**config.mk**
```make
export PLATFORM = sky130hd
export DESIGN_NAME = multicycle_controller
export DESIGN_NICKNAME = d
export VERILOG_FILES = /design/src/rtl/cpu_ctrl_pkg.sv /design/src/rtl/ctrl_static_decode.sv /design/src/rtl/multicycle_controller.sv
export SDC_FILE = /design/constraint.sdc
export NUM_CORES = 1
export LEC_CHECK = 0
export ABC_AREA = 1
export CORE_MARGIN = 5
export CORE_UTILIZATION = 45
export DETAILED_ROUTE_END_ITERATION = 10
export PLACE_DENSITY_LB_ADDON = 0.2
export SKIP_CTS_REPAIR_TIMING = 1
export SLEW_MARGIN = 20
export SYNTH_ARGS = -nofsm -noshare
export SYNTH_HDL_FRONTEND = slang
export SYNTH_SLANG_ARGS = --single-unit
```
**constraint.sdc**
```tcl
create_clock -name clk -period 10.3 [get_ports clk]
set_clock_uncertainty 0.15 [all_clocks]
set_input_delay 2.575 -clock clk [delete_from_list [all_inputs] [get_ports clk]]
set_output_delay 2.575 -clock clk [all_outputs]
set_load 0.02 [all_outputs]
```
**src/rtl/cpu_ctrl_pkg.sv**
```systemverilog
// Shared types and constants for the multicycle CPU controller: FSM states,
// instruction indices of the one-hot decode vector, select encodings and ALU opcodes.
package cpu_ctrl_pkg;

    typedef enum logic [2:0] {
        IDLE, FETCH, DECODE, EXEC, MEM, WB, MDU_WAIT, EXC
    } state_e;

    // One-hot instruction indices (0..30 legacy map, 31..34 multiply/divide)
    localparam int I_ADD   = 0;
    localparam int I_ADDU  = 1;
    localparam int I_SUB   = 2;
    localparam int I_SUBU  = 3;
    localparam int I_AND   = 4;
    localparam int I_OR    = 5;
    localparam int I_XOR   = 6;
    localparam int I_NOR   = 7;
    localparam int I_SLT   = 8;
    localparam int I_SLTU  = 9;
    localparam int I_SLL   = 10;
    localparam int I_SRL   = 11;
    localparam int I_SRA   = 12;
    localparam int I_SLLV  = 13;
    localparam int I_SRLV  = 14;
    localparam int I_SRAV  = 15;
    localparam int I_JR    = 16;
    localparam int I_ADDI  = 17;
    localparam int I_ADDIU = 18;
    localparam int I_ANDI  = 19;
    localparam int I_ORI   = 20;
    localparam int I_XORI  = 21;
    localparam int I_LUI   = 22;
    localparam int I_LW    = 23;
    localparam int I_SW    = 24;
    localparam int I_BEQ   = 25;
    localparam int I_BNE   = 26;
    localparam int I_SLTI  = 27;
    localparam int I_SLTIU = 28;
    localparam int I_J     = 29;
    localparam int I_JAL   = 30;
    localparam int I_MULT  = 31;
    localparam int I_MULTU = 32;
    localparam int I_DIV   = 33;
    localparam int I_DIVU  = 34;

    // Indices above this carry no static decode and are not retained after DECODE
    localparam int N_KNOWN = I_DIVU + 1;
    localparam int CNT_W   = 8;

    typedef enum logic [1:0] {
        PC_PLUS4  = 2'd0,
        PC_BRANCH = 2'd1,
        PC_JUMP   = 2'd2,
        PC_EXC    = 2'd3
    } pc_sel_e;

    typedef enum logic [1:0] {
        WA_RD = 2'd0,
        WA_RT = 2'd1,
        WA_RA = 2'd2
    } waddr_e;

    typedef enum logic [1:0] {
        WD_ALU = 2'd0,
        WD_MEM = 2'd1,
        WD_PC8 = 2'd2
    } wdata_e;

    typedef enum logic [3:0] {
        ALU_ADD  = 4'd0,
        ALU_SUB  = 4'd1,
        ALU_AND  = 4'd2,
        ALU_OR   = 4'd3,
        ALU_XOR  = 4'd4,
        ALU_NOR  = 4'd5,
        ALU_SLT  = 4'd6,
        ALU_SLTU = 4'd7,
        ALU_SLL  = 4'd8,
        ALU_SRL  = 4'd9,
        ALU_SRA  = 4'd10,
        ALU_LUI  = 4'd11
    } alu_op_e;

endpackage

```
**src/rtl/ctrl_static_decode.sv**
```systemverilog
// Combinational map from the one-hot instruction vector to datapath selects,
// ALU operation and the instruction-class flags the sequencer branches on.
module ctrl_static_decode
    import cpu_ctrl_pkg::*;
#(
    parameter int ALU_CW = 4
) (
    input  logic [N_KNOWN-1:0] instr,
    output logic [ALU_CW-1:0]  alu_control,
    output logic               op1_sel,
    output logic               op2_sel,
    output logic [1:0]         waddr_sel,
    output logic [1:0]         wdata_sel,
    output logic               is_j,
    output logic               is_jr,
    output logic               is_jal,
    output logic               is_branch,
    output logic               is_bne,
    output logic               is_mdu,
    output logic               is_lw,
    output logic               is_sw
);

    alu_op_e op;
    logic    itype;

    assign is_j      = instr[I_J];
    assign is_jr     = instr[I_JR];
    assign is_jal    = instr[I_JAL];
    assign is_bne    = instr[I_BNE];
    assign is_branch = instr[I_BEQ] | instr[I_BNE];
    assign is_mdu    = instr[I_MULT] | instr[I_MULTU] | instr[I_DIV] | instr[I_DIVU];
    assign is_lw     = instr[I_LW];
    assign is_sw     = instr[I_SW];

    assign itype = instr[I_ADDI] | instr[I_ADDIU] | instr[I_ANDI] | instr[I_ORI]
                 | instr[I_XORI] | instr[I_LUI]   | instr[I_SLTI] | instr[I_SLTIU]
                 | instr[I_LW]   | instr[I_SW];

    // NOTE: every combinational output is given a default first, so no path leaves it unassigned and no latch is inferred.
    always_comb begin
        op = ALU_ADD;
        if (instr[I_SUB] | instr[I_SUBU] | is_branch)        op = ALU_SUB;
        else if (instr[I_AND] | instr[I_ANDI])               op = ALU_AND;
        else if (instr[I_OR] | instr[I_ORI])                 op = ALU_OR;
        else if (instr[I_XOR] | instr[I_XORI])               op = ALU_XOR;
        else if (instr[I_NOR])                               op = ALU_NOR;
        else if (instr[I_SLT] | instr[I_SLTI])               op = ALU_SLT;
        else if (instr[I_SLTU] | instr[I_SLTIU])             op = ALU_SLTU;
        else if (instr[I_SLL] | instr[I_SLLV])               op = ALU_SLL;
        else if (instr[I_SRL] | instr[I_SRLV])               op = ALU_SRL;
        else if (instr[I_SRA] | instr[I_SRAV])               op = ALU_SRA;
        else if (instr[I_LUI])                               op = ALU_LUI;
    end

    always_comb begin
        waddr_sel = WA_RD;
        wdata_sel = WD_ALU;
        if (is_jal) begin
            waddr_sel = WA_RA;
            wdata_sel = WD_PC8;
        end else if (itype) begin
            waddr_sel = WA_RT;
            wdata_sel = is_lw ? WD_MEM : WD_ALU;
        end
    end

    assign alu_control = ALU_CW'(op);
    // Immediate-shamt shifts take operand 1 from the instruction field
    assign op1_sel     = instr[I_SLL] | instr[I_SRL] | instr[I_SRA];
    assign op2_sel     = itype;

endmodule

```
**src/rtl/multicycle_controller.sv**
```systemverilog
// Multicycle instruction sequencer: FETCH/DECODE/EXEC/MEM/WB with ack handshakes
// to instruction memory, data memory and the MDU, plus illegal and bus-timeout traps.
module multicycle_controller
    import cpu_ctrl_pkg::*;
#(
    parameter int N_INSTR     = 54,
    parameter int ALU_CW      = 4,
    parameter int MEM_TIMEOUT = 255
) (
    input  logic               clk,
    input  logic               rst_n,
    input  logic [N_INSTR-1:0] decoded_instr,
    input  logic               alu_zero,
    input  logic               imem_ack,
    input  logic               dmem_ack,
    input  logic               mdu_done,
    output logic               imem_req,
    output logic               ir_w,
    output logic               pc_w,
    output logic [1:0]         pc_sel,
    output logic               dmem_r,
    output logic               dmem_w,
    output logic               regfile_w,
    output logic [1:0]         ref_waddr_signal,
    output logic [1:0]         ref_wdata_signal,
    output logic [ALU_CW-1:0]  alu_control,
    output logic               alu_operand1_signal,
    output logic               alu_operand2_signal,
    output logic               mdu_start,
    output logic               retire,
    output logic               exc_illegal,
    output logic               exc_bus
);

    state_e             state, state_d;
    logic [CNT_W-1:0]   wait_cnt, wait_cnt_d;
    logic [N_KNOWN-1:0] instr_q, instr_cur;
    logic               timed_out;
    pc_sel_e            pc_sel_v;
    logic               is_j, is_jr, is_jal, is_branch, is_bne, is_mdu, is_lw, is_sw;

    // DECODE steers from the live vector; every later state uses the latched copy
    assign instr_cur = (state == DECODE) ? decoded_instr[N_KNOWN-1:0] : instr_q;

    ctrl_static_decode #(.ALU_CW(ALU_CW)) u_decode (
        .instr       (instr_cur),
        .alu_control (alu_control),
        .op1_sel     (alu_operand1_signal),
        .op2_sel     (alu_operand2_signal),
        .waddr_sel   (ref_waddr_signal),
        .wdata_sel   (ref_wdata_signal),
        .is_j        (is_j),
        .is_jr       (is_jr),
        .is_jal      (is_jal),
        .is_branch   (is_branch),
        .is_bne      (is_bne),
        .is_mdu      (is_mdu),
        .is_lw       (is_lw),
        .is_sw       (is_sw)
    );

    // NOTE: sequential state uses non-blocking assignments so every flop samples pre-edge values.
    always_ff @(posedge clk or negedge rst_n) begin
        if (!rst_n) begin
            state    <= IDLE;
            wait_cnt <= '0;
            instr_q  <= '0;
        end else begin
            state    <= state_d;
            wait_cnt <= wait_cnt_d;
            if (state == DECODE) instr_q <= decoded_instr[N_KNOWN-1:0];
        end
    end

    // Reaching MEM_TIMEOUT-1 here means this is the MEM_TIMEOUT-th cycle without an ack
    assign timed_out = (wait_cnt == CNT_W'(MEM_TIMEOUT - 1));

    always_comb begin
        if (state_d != state)                 wait_cnt_d = '0;
        else if (state == FETCH || state == MEM) wait_cnt_d = wait_cnt + CNT_W'(1);
        else                                  wait_cnt_d = wait_cnt;
    end

    always_comb begin
        state_d     = state;
        imem_req    = 1'b0;
        ir_w        = 1'b0;
        pc_w        = 1'b0;
        pc_sel_v    = PC_PLUS4;
        dmem_r      = 1'b0;
        dmem_w      = 1'b0;
        regfile_w   = 1'b0;
        mdu_start   = 1'b0;
        retire      = 1'b0;
        exc_illegal = 1'b0;
        exc_bus     = 1'b0;

        case (state)
            IDLE: state_d = FETCH;

            FETCH: begin
                imem_req = 1'b1;
                if (imem_ack) begin
                    ir_w    = 1'b1;
                    state_d = DECODE;
                end else if (timed_out) begin
                    exc_bus = 1'b1;
                    state_d = EXC;
                end
            end

            DECODE: begin
                if (!$onehot(decoded_instr)) begin
                    exc_illegal = 1'b1;
                    state_d     = EXC;
                end else if (is_j || is_jr) begin
                    pc_w     = 1'b1;
                    pc_sel_v = PC_JUMP;
                    retire   = 1'b1;
                    state_d  = FETCH;
                end else if (is_jal) begin
                    state_d = WB;
                end else begin
                    state_d = EXEC;
                end
            end

            EXEC: begin
                if (is_branch) begin
                    pc_w     = 1'b1;
                    pc_sel_v = (alu_zero ^ is_bne) ? PC_BRANCH : PC_PLUS4;
                    retire   = 1'b1;
                    state_d  = FETCH;
                end else if (is_mdu) begin
                    mdu_start = 1'b1;
                    state_d   = MDU_WAIT;
                end else if (is_lw || is_sw) begin
                    state_d = MEM;
                end else begin
                    state_d = WB;
                end
            end

            MEM: begin
                dmem_r = is_lw;
                dmem_w = is_sw;
                if (dmem_ack) begin
                    if (is_sw) begin
                        pc_w    = 1'b1;
                        retire  = 1'b1;
                        state_d = FETCH;
                    end else begin
                        state_d = WB;
                    end
                end else if (timed_out) begin
                    exc_bus = 1'b1;
                    state_d = EXC;
                end
            end

            MDU_WAIT: begin
                if (mdu_done) begin
                    pc_w    = 1'b1;
                    retire  = 1'b1;
                    state_d = FETCH;
                end
            end

            WB: begin
                regfile_w = 1'b1;
                pc_w      = 1'b1;
                pc_sel_v  = is_jal ? PC_JUMP : PC_PLUS4;
                retire    = 1'b1;
                state_d   = FETCH;
            end

            EXC: begin
                pc_w     = 1'b1;
                pc_sel_v = PC_EXC;
                state_d  = FETCH;
            end

            default: state_d = IDLE;
        endcase
    end

    assign pc_sel = pc_sel_v;

endmodule

```
# Yosys cells after proc, flatten, opt, wreduce, memory -nomap -nowiden
# Index checks and enable logic that the tools add are counted.
# W data, S select, Z words.
[op_classes]
addsub = 54
muxes = 60
n_reduce_logical = 7
n_eq_ne = 10
n_bitwise = 26
[op_table]
columns = ["operator", "count"]
rows = [
  ["$add A1 B1 Y2", 27],
  ["$mux W4", 11],
  ["$add A2 B2 Y3", 13],
  ["$mux W35", 1],
  ["$mux W3", 9],
  ["$mux W1", 25],
  ["$or A1 B1 Y1", 25],
  ["$add A3 B3 Y4", 6],
  ["$pmux W3 S6", 1],
  ["$mux W8", 2],
  ["$add A4 B4 Y5", 3],
  ["$mux W2", 7],
  ["$eq A3 B3 Y1 const B", 4],
  ["$pmux W1 S5", 2],
  ["$add A8 B1 Y8 const B", 1],
  ["$eq A8 B8 Y1 const B", 1],
  ["$pmux W2 S4", 1],
  ["$add A5 B4 Y6", 1],
  ["$add A5 B5 Y6", 1],
  ["$add A6 B6 Y6", 1],
  ["$eq A3 B2 Y1 const B", 2],
  ["$eq A6 B1 Y1 const B", 1],
  ["$add A3 B2 Y4", 1],
  ["$eq A3 B1 Y1 const B", 1],
  ["other kinds (8)", 10],
]
[word_totals]
output_inout_bits = 22
reg_bits = 46
elab_cells = 161

# Depth between registers and ports, before layout
[depth]
ltp_word = 13
ltp_mapped = 28
mapped_depth_nobuf = 28

# By module
# Synthesis repeated with hierarchy kept, for this count alone.
[hier_totals]
hier_cells = 480
hier_area_um2 = 3930.0
[by_module_without_submodules]
columns = ["module", "instances", "area_each_um2", "cells_per_inst"]
rows = [
  ["multicycle_controller", 1, 3641.0, 423],
  ["ctrl_static_decode", 1, 289.0, 57],
]

# Least setup slack after synthesis
# Ideal clock, no wire load.
[synth_path]
path_type = "in2out"
from = "input decoded_instr[29]"
to = "output pc_sel[1]"
t_arrival_ns = 7.619
setup_slack_ns = -0.044
stages = 23
cell_sequence = "fa_1 > inv_1 > fa_1 > inv_1 > fa_1 > inv_1 > fa_1 > inv_1 > fa_1 > fa_1 > inv_1 > fa_1 > inv_1 > ha_1 > inv_1 > fa_1 > nand2_1 > nor2_1 > nand2_1 > nor2_1 > nand3_1 > nand3b_1 > o21ai_0"
[synth_via]
elab_chain_cells = 9
elab_cells_between_ends = 12
cone_classes = "add/sub: 6; eq/ne: 1; mux: 4; reduce/logical: 1"
[synth_lines]
columns = ["element", "line_no", "text"]
rows = [
  ["start, declared", "multicycle_controller.sv:12", "input logic [N_INSTR-1:0] decoded_instr,"],
  ["$add A1 B1 Y2 (implied by the code)", "multicycle_controller.sv:113", "if (!$onehot(decoded_instr)) begin"],
  ["$add A2 B2 Y3 (implied by the code)", "multicycle_controller.sv:113", ""],
  ["$add A3 B3 Y4 (implied by the code)", "multicycle_controller.sv:113", ""],
  ["$add A4 B4 Y5 (implied by the code)", "multicycle_controller.sv:113", ""],
  ["$add A5 B5 Y6 (implied by the code)", "multicycle_controller.sv:113", ""],
  ["$add A6 B6 Y6 (implied by the code)", "multicycle_controller.sv:113", ""],
  ["$eq A6 B1 Y1", "multicycle_controller.sv:113", ""],
  ["$mux W2 (*)", "multicycle_controller.sv:113", ""],
  ["$pmux W2 S4 (*)", "multicycle_controller.sv:98", "case (state)"],
  ["end, declared", "multicycle_controller.sv:20", "output logic [1:0] pc_sel,"],
]
# Mark *: on every way between the ends. The rest lies on a longest branch, timed or not.

# Worst setup path after layout
[layout_path]
from = "input decoded_instr[45]"
to = "output pc_w"
[layout_via]
elab_chain_cells = 9
[layout_lines]
columns = ["element", "line_no", "text"]
rows = [
  ["$add A1 B1 Y2 (implied by the code)", "multicycle_controller.sv:113", ""],
  ["$add A2 B2 Y3 (implied by the code)", "multicycle_controller.sv:113", ""],
  ["$add A3 B3 Y4 (implied by the code)", "multicycle_controller.sv:113", ""],
  ["$add A4 B4 Y5 (implied by the code)", "multicycle_controller.sv:113", ""],
  ["$add A5 B4 Y6 (implied by the code)", "multicycle_controller.sv:113", ""],
  ["$add A6 B6 Y6 (implied by the code)", "multicycle_controller.sv:113", ""],
  ["$eq A6 B1 Y1", "multicycle_controller.sv:113", ""],
  ["$mux W1", "multicycle_controller.sv:113", ""],
  ["$pmux W1 S5", "multicycle_controller.sv:98", ""],
  ["end, declared", "multicycle_controller.sv:19", "output logic pc_w,"],
]
# No other way between the ends.

==> qor.yml <==
logic_synthesis:
  syn_area_um2: 4160
  synth_area_leaders: "dfrtp_1 (26%), fa_1 (21%), inv_1 (12%)"
  yosysSeqAreaShare_pct: 26.5
  synth_ff_type: "dfrtp_1"
  async_reset_ff_share_pct: 100
  avgSynthCellArea_um2: 7.98
  synth_edf_count: 0
  syn-num-nets: 640
  synth_top_area_share_pct: 26.5
  yosys-top-cells-count: "inv_1 (131), nand2_1 (127), dfrtp_1 (44), fa_1 (44), nor2_1 (31)"
  yosysUniqueCellTypes: 39
  yosysWarnings: 0
  synth-seq-cells: 44
  yosys.area.top_type: "dfrtp_1"
  synth.most_common_cell: "inv_1"
  synth_cells: 521
clock_network:
  cts_num_sinks: 44
  cts_htree_levels: 2
  clk_latency_ps: 300
  cts-root-buf: "clkbuf_8"
  clk_pin_slew_ps: 80
  cts_tree: "built"
  cts_buffers: 5
  clockBufferDepth: 2
sta:
  holdWs_ps: 347
  rsz0062_at_grt: "true"
  maxSlewViolCount: 0
  final_hold_viol_count: 0
  relSlewSlack_pct: 36.1
  fin_crit_ps: 10770
  clock.fmax_ghz: 0.0929
  timing.final.ws_setup_ps: -467
  setup_viol: 4
  fin_crit_sh_pct: 105
  worstMarginPinSlew_ps: 958
power:
  p_leak_nw: 2.92
  power.density_nw_per_um2: 360
  ir_drop_v: 0.000311
final_layout:
  fin_area_um2: 5270
  regArea_um2: 1100
  num_antenna_cells: 0
  finalNetCount: 735
  multi_input_area_um2: 2420
  drive_gt1_share_pct: 17.5
  fillCellCount: 835
  area_growth_pct: 26.8
drt:
  drc_errors: 0
  viasPerCell: 4.76
  firstDrtPassIters: 5
  routed_wl_mm: 9.87
  routedWlPerCell_um: 13.6
  vias: 3464
  antenna_left: 0
  first_iter_violations: 139
setup_path:
  end_kind: "output pin"
  arrival_ps: 8040
  cp-start-kind: "primary input"
  crit_fanout: 3
  critPathKind: "primary input to output pin"
  cp.required_ps: 7580
placement:
  hpwl_mm: 8.28
  routabilityCongestion: 0.867
  port-buffer-count: 81
  dpl_cell_area_um2: 5100
floorplanning:
  core_area_um2: 9110
  die_area_um2: 11300
  ios: 82
  rows: 35
  die_x_um: 106
  start_util_pct: 45.6
  die_y_um: 106
global_route:
  grt-ovfl-total: 0
  grt_usage_pct: 18.2
  antenna_found_initial: 0
  grt_pass1_wl_mm: 16.4
  grt_max_degree: 48
  grt_pass1_vias: 3455
hold_path:
  hold_class: "flop to flop"
run_status:
  status: "complete, but fails checks"
  violations: "negative setup slack"
job:
  max_cap_viol_count: 0
area by class of cell:
type | count | share of cell area (%)
Clock buffer | 5 | 1.31
Clock inverter | 3 | 0.808
Inverter | 138 | 9.88
Multi-Input combinational cell | 327 | 45.9
Sequential cell | 44 | 20.9
Tap cell | 111 | 2.64
Timing Repair Buffer | 100 | 18.6
layer usage:
metal / vias up / part of all wire [%] / global-route usage, %
li1: 1722 / - / -
met1: 1643 / 45 / 24.2
met2: 88 / 50 / 31.0
met3: 11 / 4.3 / 3.16
met4: 0 / 1.2 / 4.35
met5: - / 0 / 0
worst max-delay path, stage by stage:
cell      delay [ps]
buf_6             70
inv_2             30
fa_1             540
inv_2             50
fa_1             480
fa_1             530
inv_2             40
fa_1             530
inv_1             50
fa_1             460
fa_1             510
inv_2             40
fa_1             430
inv_1             70
ha_2             170
inv_2             40
fa_2             520
nand2_1           50
nor2_1            80
nand2_1           60
nor2_1           100
nand3_1           90
nand3b_1         250
nand3_1          150
buf_6            120
flip-flops by register name, summed over array words and instances, names as in the netlist:
signal / flops
state: 3
wait_cnt: 8
instr_q: 33
placed cells by master (no fill, tap or decap), types with 4 or more instances in the layout:
cell type,count
or2_1,4
fa_1,43
nor2_1,31
dfrtp_1,44
or2_2,4
nand2_1,127
nand3_1,24
clkdlybuf4s50_1,49
a21oi_1,5
o21ai_1,6
clkbuf_2,5
nand4_1,4
nand2_2,10
o21ai_2,4
o21ai_0,8
dlymetal6s2s_1,18
nor2_2,4
clkbuf_8,5
xor2_1,6
ha_1,14
buf_6,7
buf_4,21
nand3_2,4
nor3_2,9
inv_2,24
inv_1,111
path summary, 6_finish.rpt:
path	startpoint	endpoint	slack, ps	depth (start not counted)
max	decoded_instr[45]	pc_w	-470	25
min	instr_q[2]$_DFF_PN0_	instr_q[2]$_DFF_PN0_	350	2
max reg2reg	state[2]$_DFF_PN0_	wait_cnt[6]$_DFFE_PN0P_	7220	12
min reg2reg	instr_q[2]$_DFF_PN0_	instr_q[2]$_DFF_PN0_	350	2
max in group asynchronous	rst_n	wait_cnt[5]$_DFFE_PN0P_	7490	1
min in group asynchronous	rst_n	instr_q[13]$_DFF_PN0_	2120	1
power breakdown:
group          total (mW)  leakage, nW  internal, mW  switching, mW
clock               0.136       0.0541        0.0719         0.0637
combinational        1.48         2.33         0.609          0.875
sequential          0.277        0.535         0.243         0.0336
logic make-up (layout without fill, tap and decap cells):
kind of cell / after synthesis / in the layout / share of synthesized area (%)
simple gates: 231 / 231 / 26.6
buf+inv: 150 / 246 / 15.5
fa+ha+maj: 59 / 59 / 25.7
flops: 44 / 44 / 26.5
compound gates: 30 / 30 / 4.25
xor+xnor: 7 / 7 / 1.48
metrics by stage:
step,worst slack [ps],power [mW],utilization [%],std cells,TNS [ps]
2_1_floorplan,-21.9,1.39,-,521,-24.8
3_3_place_gp,-1180,1.66,56.0,717,-4420
3_5_place_dp,-1230,1.71,56.0,717,-4610
4_1_cts,-1250,1.86,57.2,725,-4680
5_1_grt,-658,2.17,57.8,728,-2480
6_report,-467,1.90,57.8,728,-1720
Note: power is estimated with default switching activity, not from simulation.
